$ cat src/rtl/tlc_pkg.sv
// Shared definitions for the multiphase traffic-light controller.
//   - Lamp encodings driven onto each phase's 3-bit light field.
//   - Controller state type.
//   - lamp_code(): lamp value for one phase given controller state and ownership.
package tlc_pkg;

    localparam logic [2:0] GREEN  = 3'b100;
    localparam logic [2:0] YELLOW = 3'b010;
    localparam logic [2:0] RED    = 3'b001;

    typedef enum logic [1:0] {
        ALL_RED,
        GREEN_S,
        YELLOW_S
    } tlc_state_t;

    // Only the owning phase ever shows a non-red lamp.
    function automatic logic [2:0] lamp_code(input tlc_state_t st, input logic owner);
        logic [2:0] code;
        code = RED;
        if (owner) begin
            case (st)
                GREEN_S:  code = GREEN;
                YELLOW_S: code = YELLOW;
                default:  code = RED;
            endcase
        end
        return code;
    endfunction

endpackage

$ cat src/rtl/tlc_multiphase_if.sv
// Bus between the debounced request inputs / lamp drivers and the controller.
//   ped_req       : pedestrian button level per phase (master -> slave)
//   preempt       : emergency preemption request level (master -> slave)
//   preempt_phase : phase to force green (master -> slave)
//   light         : per-phase lamp, phase i at [3i+2:3i] (slave -> master)
//   walk          : walk indication per phase (slave -> master)
//   active_phase  : phase owning green/yellow, last served during all-red (slave -> master)
//   ped_pending   : latched pedestrian demand (slave -> master)
interface tlc_multiphase_if #(
    parameter int NUM_PHASES = 3
);
    localparam int PW = (NUM_PHASES > 1) ? $clog2(NUM_PHASES) : 1;

    logic [NUM_PHASES-1:0]   ped_req;
    logic                    preempt;
    logic [PW-1:0]           preempt_phase;
    logic [3*NUM_PHASES-1:0] light;
    logic [NUM_PHASES-1:0]   walk;
    logic [PW-1:0]           active_phase;
    logic [NUM_PHASES-1:0]   ped_pending;

    modport master (
        output ped_req, preempt, preempt_phase,
        input  light, walk, active_phase, ped_pending
    );

    modport slave (
        input  ped_req, preempt, preempt_phase,
        output light, walk, active_phase, ped_pending
    );

endinterface

$ cat src/rtl/tlc_ped_latch.sv
// One-bit pedestrian request latch.
//   clk, rst_n : clock, asynchronous active-low reset
//   req        : debounced button level
//   green      : this phase currently shows green (requests are masked)
//   clr        : this phase is entering green on this clock edge
//   pending    : latched demand
// Clear has priority so a held button cannot re-arm on the entry edge; it
// re-latches only once the phase has left green.
module tlc_ped_latch (
    input  logic clk,
    input  logic rst_n,
    input  logic req,
    input  logic green,
    input  logic clr,
    output logic pending
);

    always_ff @(posedge clk or negedge rst_n) begin
        if (!rst_n) begin
            pending <= 1'b0;
        end else if (clr) begin
            pending <= 1'b0;
        end else if (req && !green) begin
            pending <= 1'b1;
        end
    end

endmodule

$ cat src/rtl/tlc_multiphase.sv
// N-phase signalised-intersection controller.
// Serves NUM_PHASES approaches round-robin (ALL_RED -> GREEN -> YELLOW),
// with pedestrian latches, timed walk, demand-driven gap-out and emergency
// preemption.
//   clk   : system clock
//   rst_n : asynchronous active-low reset
//   bus   : tlc_multiphase_if.slave (requests in, lamps/walk/status out)
// All outputs are flopped; light/walk are registered from next-state values
// so they line up with the state register.
module tlc_multiphase
    import tlc_pkg::*;
#(
    parameter int NUM_PHASES   = 3,
    parameter int MIN_GREEN    = 10,
    parameter int MAX_GREEN    = 30,
    parameter int YELLOW_TIME  = 5,
    parameter int ALL_RED_TIME = 5,
    parameter int WALK_TIME    = 4
) (
    input  logic           clk,
    input  logic           rst_n,
    tlc_multiphase_if.slave bus
);

    localparam int PW = (NUM_PHASES > 1) ? $clog2(NUM_PHASES) : 1;
    localparam int TW = $clog2(MAX_GREEN + 1);

    localparam logic [TW-1:0] T_SAT      = TW'(MAX_GREEN);
    localparam logic [TW-1:0] G_MAX_LAST = TW'(MAX_GREEN - 1);
    localparam logic [TW-1:0] G_MIN_LAST = TW'(MIN_GREEN - 1);
    localparam logic [TW-1:0] Y_LAST     = TW'(YELLOW_TIME - 1);
    localparam logic [TW-1:0] AR_LAST    = TW'(ALL_RED_TIME - 1);
    localparam logic [TW-1:0] WALK_LIM   = TW'(WALK_TIME);
    localparam logic [PW-1:0] LAST_PH    = PW'(NUM_PHASES - 1);

    tlc_state_t              state_q, state_d;
    logic [TW-1:0]           timer_q, timer_d, timer_inc, timer_eff;
    logic [PW-1:0]           phase_q, phase_d, rr_next;
    logic                    started_q, started_d;
    logic                    hold_q, hold_d;
    logic                    walk_en_q, walk_en_d;
    logic                    pre_pend_q, pre_pend_d;
    logic [PW-1:0]           pre_tgt_q, pre_tgt_d;
    logic                    enter_green, pre_entry;
    logic                    pre_valid, pre_on_active, demand_other;
    logic [NUM_PHASES-1:0]   ped_q, other_mask;
    logic [NUM_PHASES-1:0]   walk_d, walk_q;
    logic [3*NUM_PHASES-1:0] light_d, light_q;

    // Out-of-range targets are ignored entirely.
    assign pre_valid     = bus.preempt && (int'(bus.preempt_phase) < NUM_PHASES);
    assign pre_on_active = pre_valid && (bus.preempt_phase == phase_q);

    assign other_mask   = ~(NUM_PHASES'(1) << phase_q);
    assign demand_other = |(ped_q & other_mask);

    assign rr_next   = (phase_q >= LAST_PH) ? '0 : phase_q + PW'(1);
    // Saturate rather than wrap.
    assign timer_inc = (timer_q >= T_SAT) ? timer_q : timer_q + TW'(1);

    always_comb begin
        state_d     = state_q;
        timer_d     = timer_inc;
        phase_d     = phase_q;
        started_d   = started_q;
        hold_d      = hold_q;
        walk_en_d   = walk_en_q;
        pre_pend_d  = pre_pend_q;
        pre_tgt_d   = pre_tgt_q;
        enter_green = 1'b0;
        pre_entry   = 1'b0;
        // First cycle after a preempt hold is released counts as timer 0.
        timer_eff   = hold_q ? '0 : timer_q;

        // Remember the most recent valid target until the next green entry,
        // so the all-red exit serves it even if the request has dropped.
        if (pre_valid && !(state_q == GREEN_S && pre_on_active)) begin
            pre_pend_d = 1'b1;
            pre_tgt_d  = bus.preempt_phase;
        end

        case (state_q)
            ALL_RED: begin
                if (timer_q >= AR_LAST) begin
                    state_d     = GREEN_S;
                    timer_d     = '0;
                    enter_green = 1'b1;
                    started_d   = 1'b1;
                    pre_pend_d  = 1'b0;
                    pre_entry   = pre_valid || pre_pend_q;
                    if (pre_valid) begin
                        phase_d = bus.preempt_phase;
                    end else if (pre_pend_q) begin
                        phase_d = pre_tgt_q;
                    end else if (!started_q) begin
                        phase_d = '0;
                    end else begin
                        phase_d = rr_next;
                    end
                    hold_d    = pre_valid;
                    walk_en_d = ped_q[phase_d] && !pre_entry;
                end
            end
            GREEN_S: begin
                if (pre_on_active) begin
                    // Green held, timer frozen, walk suppressed for the rest of this green.
                    hold_d    = 1'b1;
                    timer_d   = timer_q;
                    walk_en_d = 1'b0;
                end else begin
                    hold_d  = 1'b0;
                    timer_d = hold_q ? TW'(1) : timer_inc;
                    if (pre_valid || (timer_eff >= G_MAX_LAST) ||
                        ((timer_eff >= G_MIN_LAST) && demand_other)) begin
                        state_d = YELLOW_S;
                        timer_d = '0;
                    end
                end
            end
            YELLOW_S: begin
                if (timer_q >= Y_LAST) begin
                    state_d = ALL_RED;
                    timer_d = '0;
                end
            end
            default: begin
                state_d = ALL_RED;
                timer_d = '0;
            end
        endcase
    end

    always_comb begin
        light_d = '0;
        walk_d  = '0;
        for (int i = 0; i < NUM_PHASES; i++) begin
            light_d[3*i +: 3] = lamp_code(state_d, phase_d == PW'(i));
            walk_d[i] = (phase_d == PW'(i)) && (state_d == GREEN_S) && walk_en_d &&
                        !hold_d && (timer_d < WALK_LIM);
        end
    end

    always_ff @(posedge clk or negedge rst_n) begin
        if (!rst_n) begin
            state_q    <= ALL_RED;
            timer_q    <= '0;
            phase_q    <= '0;
            started_q  <= 1'b0;
            hold_q     <= 1'b0;
            walk_en_q  <= 1'b0;
            pre_pend_q <= 1'b0;
            pre_tgt_q  <= '0;
            light_q    <= {NUM_PHASES{RED}};
            walk_q     <= '0;
        end else begin
            state_q    <= state_d;
            timer_q    <= timer_d;
            phase_q    <= phase_d;
            started_q  <= started_d;
            hold_q     <= hold_d;
            walk_en_q  <= walk_en_d;
            pre_pend_q <= pre_pend_d;
            pre_tgt_q  <= pre_tgt_d;
            light_q    <= light_d;
            walk_q     <= walk_d;
        end
    end

    for (genvar i = 0; i < NUM_PHASES; i++) begin : g_ped
        tlc_ped_latch u_latch (
            .clk     (clk),
            .rst_n   (rst_n),
            .req     (bus.ped_req[i]),
            .green   ((state_q == GREEN_S) && (phase_q == PW'(i))),
            .clr     (enter_green && (phase_d == PW'(i))),
            .pending (ped_q[i])
        );
    end

    assign bus.light        = light_q;
    assign bus.walk         = walk_q;
    assign bus.active_phase = phase_q;
    assign bus.ped_pending  = ped_q;

endmodule

$ cat src/flat_wrapper.sv
// flat-port wrapper written by rule: the top's interface ports become plain ports
module tlc_multiphase_flat import tlc_pkg::*;
#(
    parameter int NUM_PHASES   = 3,
    parameter int MIN_GREEN    = 10,
    parameter int MAX_GREEN    = 30,
    parameter int YELLOW_TIME  = 5,
    parameter int ALL_RED_TIME = 5,
    parameter int WALK_TIME    = 4
)
  (clk, rst_n, bus_ped_req, bus_preempt, bus_preempt_phase, bus_light, bus_walk, bus_active_phase, bus_ped_pending);
  tlc_multiphase_if #(.NUM_PHASES(NUM_PHASES)) bus_i ();
  input  logic clk;
  input  logic rst_n;
  input wire logic [$bits(bus_i.ped_req)-1:0] bus_ped_req;
  input wire logic [$bits(bus_i.preempt)-1:0] bus_preempt;
  input wire logic [$bits(bus_i.preempt_phase)-1:0] bus_preempt_phase;
  output wire logic [$bits(bus_i.light)-1:0] bus_light;
  output wire logic [$bits(bus_i.walk)-1:0] bus_walk;
  output wire logic [$bits(bus_i.active_phase)-1:0] bus_active_phase;
  output wire logic [$bits(bus_i.ped_pending)-1:0] bus_ped_pending;
  assign bus_i.ped_req = bus_ped_req;
  assign bus_i.preempt = bus_preempt;
  assign bus_i.preempt_phase = bus_preempt_phase;
  assign bus_light = bus_i.light;
  assign bus_walk = bus_i.walk;
  assign bus_active_phase = bus_i.active_phase;
  assign bus_ped_pending = bus_i.ped_pending;
  tlc_multiphase #(.NUM_PHASES(NUM_PHASES), .MIN_GREEN(MIN_GREEN), .MAX_GREEN(MAX_GREEN), .YELLOW_TIME(YELLOW_TIME), .ALL_RED_TIME(ALL_RED_TIME), .WALK_TIME(WALK_TIME)) u_core (.clk(clk), .rst_n(rst_n), .bus(bus_i));
endmodule
$ cat config.mk
export PLATFORM = sky130hd
export DESIGN_NAME = tlc_multiphase_flat
export DESIGN_NICKNAME = d
export VERILOG_FILES = /design/src/rtl/tlc_pkg.sv /design/src/rtl/tlc_multiphase_if.sv /design/src/rtl/tlc_ped_latch.sv /design/src/rtl/tlc_multiphase.sv /design/src/flat_wrapper.sv
export SDC_FILE = /design/constraint.sdc
export NUM_CORES = 1
export LEC_CHECK = 0
export ABC_AREA = 1
export CAP_MARGIN = 25
export CORE_MARGIN = 8
export CORE_UTILIZATION = 30
export DETAILED_ROUTE_END_ITERATION = 8
export GPL_TIMING_DRIVEN = 0
export HOLD_SLACK_MARGIN = 0.08
export PLACE_DENSITY = 0.47
export SETUP_SLACK_MARGIN = 0.02
export SLEW_MARGIN = 40
export SYNTH_ARGS = -nofsm -noshare
export SYNTH_HDL_FRONTEND = slang
export SYNTH_SLANG_ARGS = --single-unit
$ cat constraint.sdc
create_clock -name clk -period 2 [get_ports clk]
set_input_delay 0.4 -clock clk [delete_from_list [all_inputs] [get_ports clk]]
set_output_delay 0.4 -clock clk [all_outputs]
set_load 0.02 [all_outputs]
After elaboration in Yosys (flattened, before gate mapping)

Index checks and enable logic that the tools add are counted.

Add/sub/neg operators: 2
Order comparisons: 8
Equality and inequality tests: 9
Shift-type cells: 1
Mux-type cells: 43
Bitwise gates (word level): 2
Reductions and logical operators: 45

Operators with widths:

| operator            | number |
|---|---|
| $mux 5              | 6 |
| $logic_and 1x1->1   | 27 |
| $mux 2              | 12 |
| $mux 1              | 16 |
| $ge 5x5->1 const B  | 2 |
| $pmux 5 s2          | 1 |
| $mux 3              | 3 |
| $eq 2x1->1 const B  | 4 |
| $eq 2x2->1 const B  | 4 |
| $logic_not 1->1     | 6 |
| $logic_not 2->1     | 3 |
| $pmux 2 s3          | 1 |
| $pmux 3 s2          | 1 |
| $reduce_bool 2->1   | 3 |
| $add 5x1->5 const B | 1 |
| $ge 5x3->1 const B  | 1 |
| $ge 5x4->1 const B  | 1 |
| $lt 5x3->1 const B  | 1 |
| $pmux 1 s2          | 2 |
| $and 3x3->3         | 1 |
| $logic_or 1x1->1    | 3 |
| $lt 2x3->1 const B  | 1 |
| $not 3->3           | 1 |
| $reduce_or 3->1     | 1 |
| 8 further kinds     | 8 |

Bits in registers: 30
Input port bits: 8
Output and inout bits: 17

Longest topological paths before layout

Depth in word-level cells: 15
Depth in mapped cells: 15
Gate-level depth less buffers: 14

Modules after synthesis

Synthesis repeated with hierarchy kept, for this count alone.

Cells, all modules: 226
Area total of the unflattened synthesis: 1,744.2 um^2

By module, submodules not included:

| module         | times used | cells an instance | area each (um^2) | sequential area each (um^2) |
|---|---|---|---|---|
| tlc_multiphase | 1          | 211               | 1,609.0          | 679.4 |
| tlc_ped_latch  | 3          | 5                 | 45.0             | 25.0 |

Least setup slack after synthesis

Ideal clock, no wire load.

Kind: register -> register
From: register u_core.phase_q[1] (netlist: u_core.bus.active_phase[1])
To: register u_core.walk_q[0] (netlist: u_core.bus.walk[0])
Library setup time: 72 ps
Arrival: 1,810 ps
Data required time: 1,928 ps
Path slack: 118 ps
Stages on the path, launching flop included: 16
Clock period less this slack: 1,882 ps
Cell sequence: dfrtp_1 -> buf_6 -> inv_1 -> nand2_1 -> nand2_1 -> nand3_1 -> nand2_1 -> nand2_1 -> nor2_1 -> inv_1 -> nand3_1 -> ha_1 -> nand3_1 -> nor2_1 -> nand3_1 -> nor2_1

RTL lines:

| element                          | RTL line              | text |
|---|---|---|
| from (decl)                      | tlc_multiphase.sv:38  | `logic [PW-1:0] phase_q, phase_d, rr_next;` |
| from (signal assigned)           | tlc_multiphase.sv:158 | `phase_q <= phase_d;` |
| $shl 1x2->3                      | tlc_multiphase.sv:54  | `assign other_mask = ~(NUM_PHASES'(1) << phase_q);` |
| $not 3->3                        | tlc_multiphase.sv:54  |  |
| $and 3x3->3                      | tlc_multiphase.sv:55  | `assign demand_other = \|(ped_q & other_mask);` |
| $reduce_or 3->1                  | tlc_multiphase.sv:55  |  |
| $logic_and 1x1->1                | tlc_multiphase.sv:114 | `((timer_eff >= G_MIN_LAST) && demand_other)) begin` |
| $logic_or 1x1->1                 | tlc_multiphase.sv:113 | `if (pre_valid \|\| (timer_eff >= G_MAX_LAST) \|\|` |
| $mux 2                           | tlc_multiphase.sv:113 |  |
| $mux 2 *                         | tlc_multiphase.sv:105 | `if (pre_on_active) begin` |
| $pmux 2 s3 *                     | tlc_multiphase.sv:82  | `case (state_q)` |
| named net u_core.state_d[0]      | tlc_multiphase.sv:36  | `tlc_state_t state_q, state_d;` |
| $eq 2x1->1 *                     | tlc_multiphase.sv:138 | `walk_d[i] = (phase_d == PW'(i)) && (state_d == GREEN_S) && walk_en_d &&` |
| $logic_and 1x1->1 * (3 in a row) | tlc_multiphase.sv:138 |  |
| $logic_and 1x1->1 *              | tlc_multiphase.sv:139 | `!hold_d && (timer_d < WALK_LIM);` |
| named net u_core.walk_d[0]       | tlc_multiphase.sv:47  | `logic [NUM_PHASES-1:0] walk_d, walk_q;` |
| to (signal assigned)             | tlc_multiphase.sv:165 | `walk_q <= walk_d;` |
| to (decl)                        | tlc_multiphase.sv:47  |  |

Mark *: on every way through the listed nets, which the timed path passes. The rest lies on a longest branch. The select of a mux whose other input is x is not followed.
A chain may end at the register's enable or synchronous reset.

Worst setup path after layout

From: register u_core.phase_q[0] (netlist: u_core.bus.active_phase[0])
To: output port bus_active_phase[0]

RTL lines:

| element   | RTL line           | text |
|---|---|---|
| to (decl) | flat_wrapper.sv:20 | `output wire logic [$bits(bus_i.active_phase)-1:0] bus_active_phase;` |

No word-level cell between the ends.

==> summary.md <==
| Metric | Value |
|---|---|
| Via Count | `~1500` |
| # diodes | `0` |
| HP Class | `flop to flop` |
| Hold Fails Final Rpt | `0` |
| Crit path cell chain | `clkdlybuf4s50_1` |
| Total track usage | `0.105` |
| Relative slew slack | `0.777` |
| Sequential area share after synthesis | `0.426` |
| Synth Area in Compound Gates | `0.0764` |
| Min-delay src | `u_core.started_q` |
| NumNets Final | `278` |
| Tot Pwr | `3.20 mW` |
| Cell area power density | `1360 mW/mm^2` |
| Drt first-iter violations | `between 40 and 50` |
| Chip width | `92.8 um` |
| Fin crit period | `1.87 ns` |
| Area leader, netlist | `dfrtp_1` |
| Required @ worst endpoint | `between 1.5 and 2 ns` |
| Avg WL per Cell | `12.1 um` |
| Largest family of logic cells by synthesized area | `simple AND/OR/NAND/NOR gates` |
| Gpl congestion | `0.851` |
| Die area | `0.00861 sq mm` |
| Critical path's largest stage delay | `0.67 ns` |
| Vias per std cell | `roughly 4.4` |
| Clock Sinks | `30` |
| H-tree depth | `2` |
| Period utilization | `0.934` |
| Largest net degree at the start of global routing | `22` |
| Launch point of the critical path | `u_core.bus.active_phase[0]` |
| Port Buffers | `24` |
| Post-synth top cells | `nand2_1, inv_1, nor2_1` |
| Clock buffer depth | `2` |
| WS Path Type | `flop to output pin` |
| Die height | `92.8 um` |
| Actual slew at the worst max-slew pin | `0.334 ns` |
| Critical Path Slowest Stage Cell | `clkdlybuf4s50_1` |
| WP buf/inv | `1` |
| Mux contribution to synthesized area | `0` |
| Post-DP HPWL | `3.28 mm` |
| Synth Area in XOR/XNOR | `0.0248` |
| Status | `finished clean` |
| Drt pass-1 iters | `4` |
| Inserted Clock Buffers | `5` |
| Number of synthesis warnings | `0` |
| Insertion delay to the later sink of the worst-skew pair | `roughly 0.28 ns` |
| I/O pin total | `25` |
| Syn_nets | `240` |
| Routed WL | `4.16 mm` |
| Floorplan Core Area | `0.00582 sq mm` |
| Dominant cells by area after synthesis | `dfrtp_1, nand2_1, inv_1` |
| Slew Limit Fails | `0` |
| Post-Route Setup TNS | `0 ns` |
| Max Clk Rate | `535 MHz` |
| Worst-path clk slew | `0.06 ns` |
| Final Core Density | `0.405` |
| #FFs+latches synth | `30` |
| Gate Count Post-Synth | `228` |
| First-pass GRT wire length | `7.15 mm` |
| Clk_skew | `0.00610 ns` |
| Initial Utilization | `0.304` |
| Post-synthesis cell type count | `30` |
| VDD IR max | `about 630 uV` |
| Ys async rst share | `1.00` |
| Simple-gate share of the synthesized area | `0.325` |
| Vias in the first global route | `1550` |
| P&R area growth vs syn | `33.1%` |
| Crit-path max FO | `8` |
| Placed cells | `328` |
| Most frequent cell after synthesis | `nand2_1` |
| CTS tree | `built` |
| Clock Tree Root | `clkbuf_8` |
| Row count | `28` |
| Post-Syn Area | `0.00177 sq mm` |
| Post-Synth Adder-Cell Area | `0.0283` |
| Most used DFF post-synth | `dfrtp_1` |
| RSZ-0062 raised after global routing | `no` |
| Arr. time, crit path | `around 1.5 ns` |
| Antenna Nets Post-Route | `0` |
| Leakage | `between 1 and 1.5 nW` |
| Setup crit end kind | `output pin` |
| Max-Cap Viols | `0` |
| Grt ovf | `0` |
| Family with the most delay on the worst path | `buffers and inverters` |
| Initial antenna violation count | `0` |
| Worst setup margin | `around 0.13 ns` |
| Worst r2r src | `u_core.bus.active_phase[1]` |
| # setup viols final | `0` |
| Post-synthesis average cell area | `a little under 8 sq um` |
| Layout cells sized above 1 | `0.277` |
| # fillers | `624` |
| Synth top area share | `0.382` |
| Post-Layout Cell Count | `342` |
| EDFF count, synth | `0` |
| DRC | `0` |
| CP Launch Type | `flop` |
| Pre-CTS setup slack | `-0.627 ns` |
-- stage by stage --
stage / hold slack [ns] / area (sq um)
2_1_floorplan: 0.104 / 1770
3_3_place_gp: 0.442 / 2100
3_5_place_dp: 0.298 / 2130
4_1_cts: 0.462 / 2280
5_1_grt: 0.492 / 2350
6_report: 0.453 / 2350
-- flip-flops by register name, summed over array words and instances, names as in the netlist, 2 cells and up --
register / cells
u_core.pre_tgt_q: 2
u_core.state_q: 2
u_core.bus.light: 9
u_core.timer_q: 5
u_core.bus.active_phase: 2
u_core.bus.walk: 3
u_core.g_ped.u_latch.pending: 3
-- layout make-up --
| class | count | area (sq um) | area share |
|---|---|---|---|
| Timing Repair Buffer | 32 | 315 | 0.134 |
| Clock inverter | 2 | 10.0 | 0.00425 |
| Buffer | 4 | 33.8 | 0.0143 |
| Multi-Input combinational cell | 149 | 901 | 0.383 |
| Inverter | 44 | 173 | 0.0733 |
| Sequential cell | 30 | 756 | 0.321 |
| Tap cell | 75 | 93.8 | 0.0399 |
| Clock buffer | 6 | 72.6 | 0.0308 |
-- logic make-up after synthesis --
family / count (synthesis)
simple gates: 117
buf+inv: 49
flops: 30
compound gates: 23
xor+xnor: 5
fa+ha+maj: 4
-- power by group --
part / switching [mW] / total, mW / internal (mW)
Sequential: 0.175 / 0.977 / 0.802
Clock: 0.232 / 0.473 / 0.241
Combinational: 1.05 / 1.75 / 0.701
-- layer usage --
metal	vias up	track usage	routed length (um)
li1	778	-	-
met1	685	0.118	1860
met2	27	0.178	2020
met3	5	0.0332	212
met4	0	0.0443	68
met5	-	0	0
-- final timing paths --
path	slack [ns]	end	cells past startpoint
worst min-delay path	0.45	u_core.started_q	2
min in group asynchronous	0.53	u_core.bus.active_phase[0]	2
max in group asynchronous	1.01	u_core.bus.light[3]	3
worst max-delay path	0.13	bus_active_phase[0]	1
worst min register to register	0.45	u_core.started_q	2
worst max register to register	0.15	u_core.bus.walk[1]	15
-- repair_timing --
item,in CTS,in global routing
pin swaps,4,9
setup endpoints to repair,12,9
resized for setup,12,18
gates cloned,0,0
hold buffers,1,0
hold endpoints to repair,9,0
buffers inserted,4,2
-- placed cells by master (no fill, tap or decap), drive strengths merged --
master	Yosys	layout
a21boi	1	1
a21oi	6	6
a31oi	1	1
buf	4	12
clkbuf	1	6
clkdlybuf4s50	0	21
clkinv	0	2
dfrtp	27	27
dfstp	3	3
dlygate4sd2	0	2
dlygate4sd3	0	1
ha	4	4
inv	44	44
nand2	54	54
nand3	24	24
nand4	1	1
nor2	36	36
nor3	1	1
o211ai	2	2
o21ai	10	10
o22ai	3	3
or2	1	1
xor2	5	5
(Power assumes the default switching activity.)
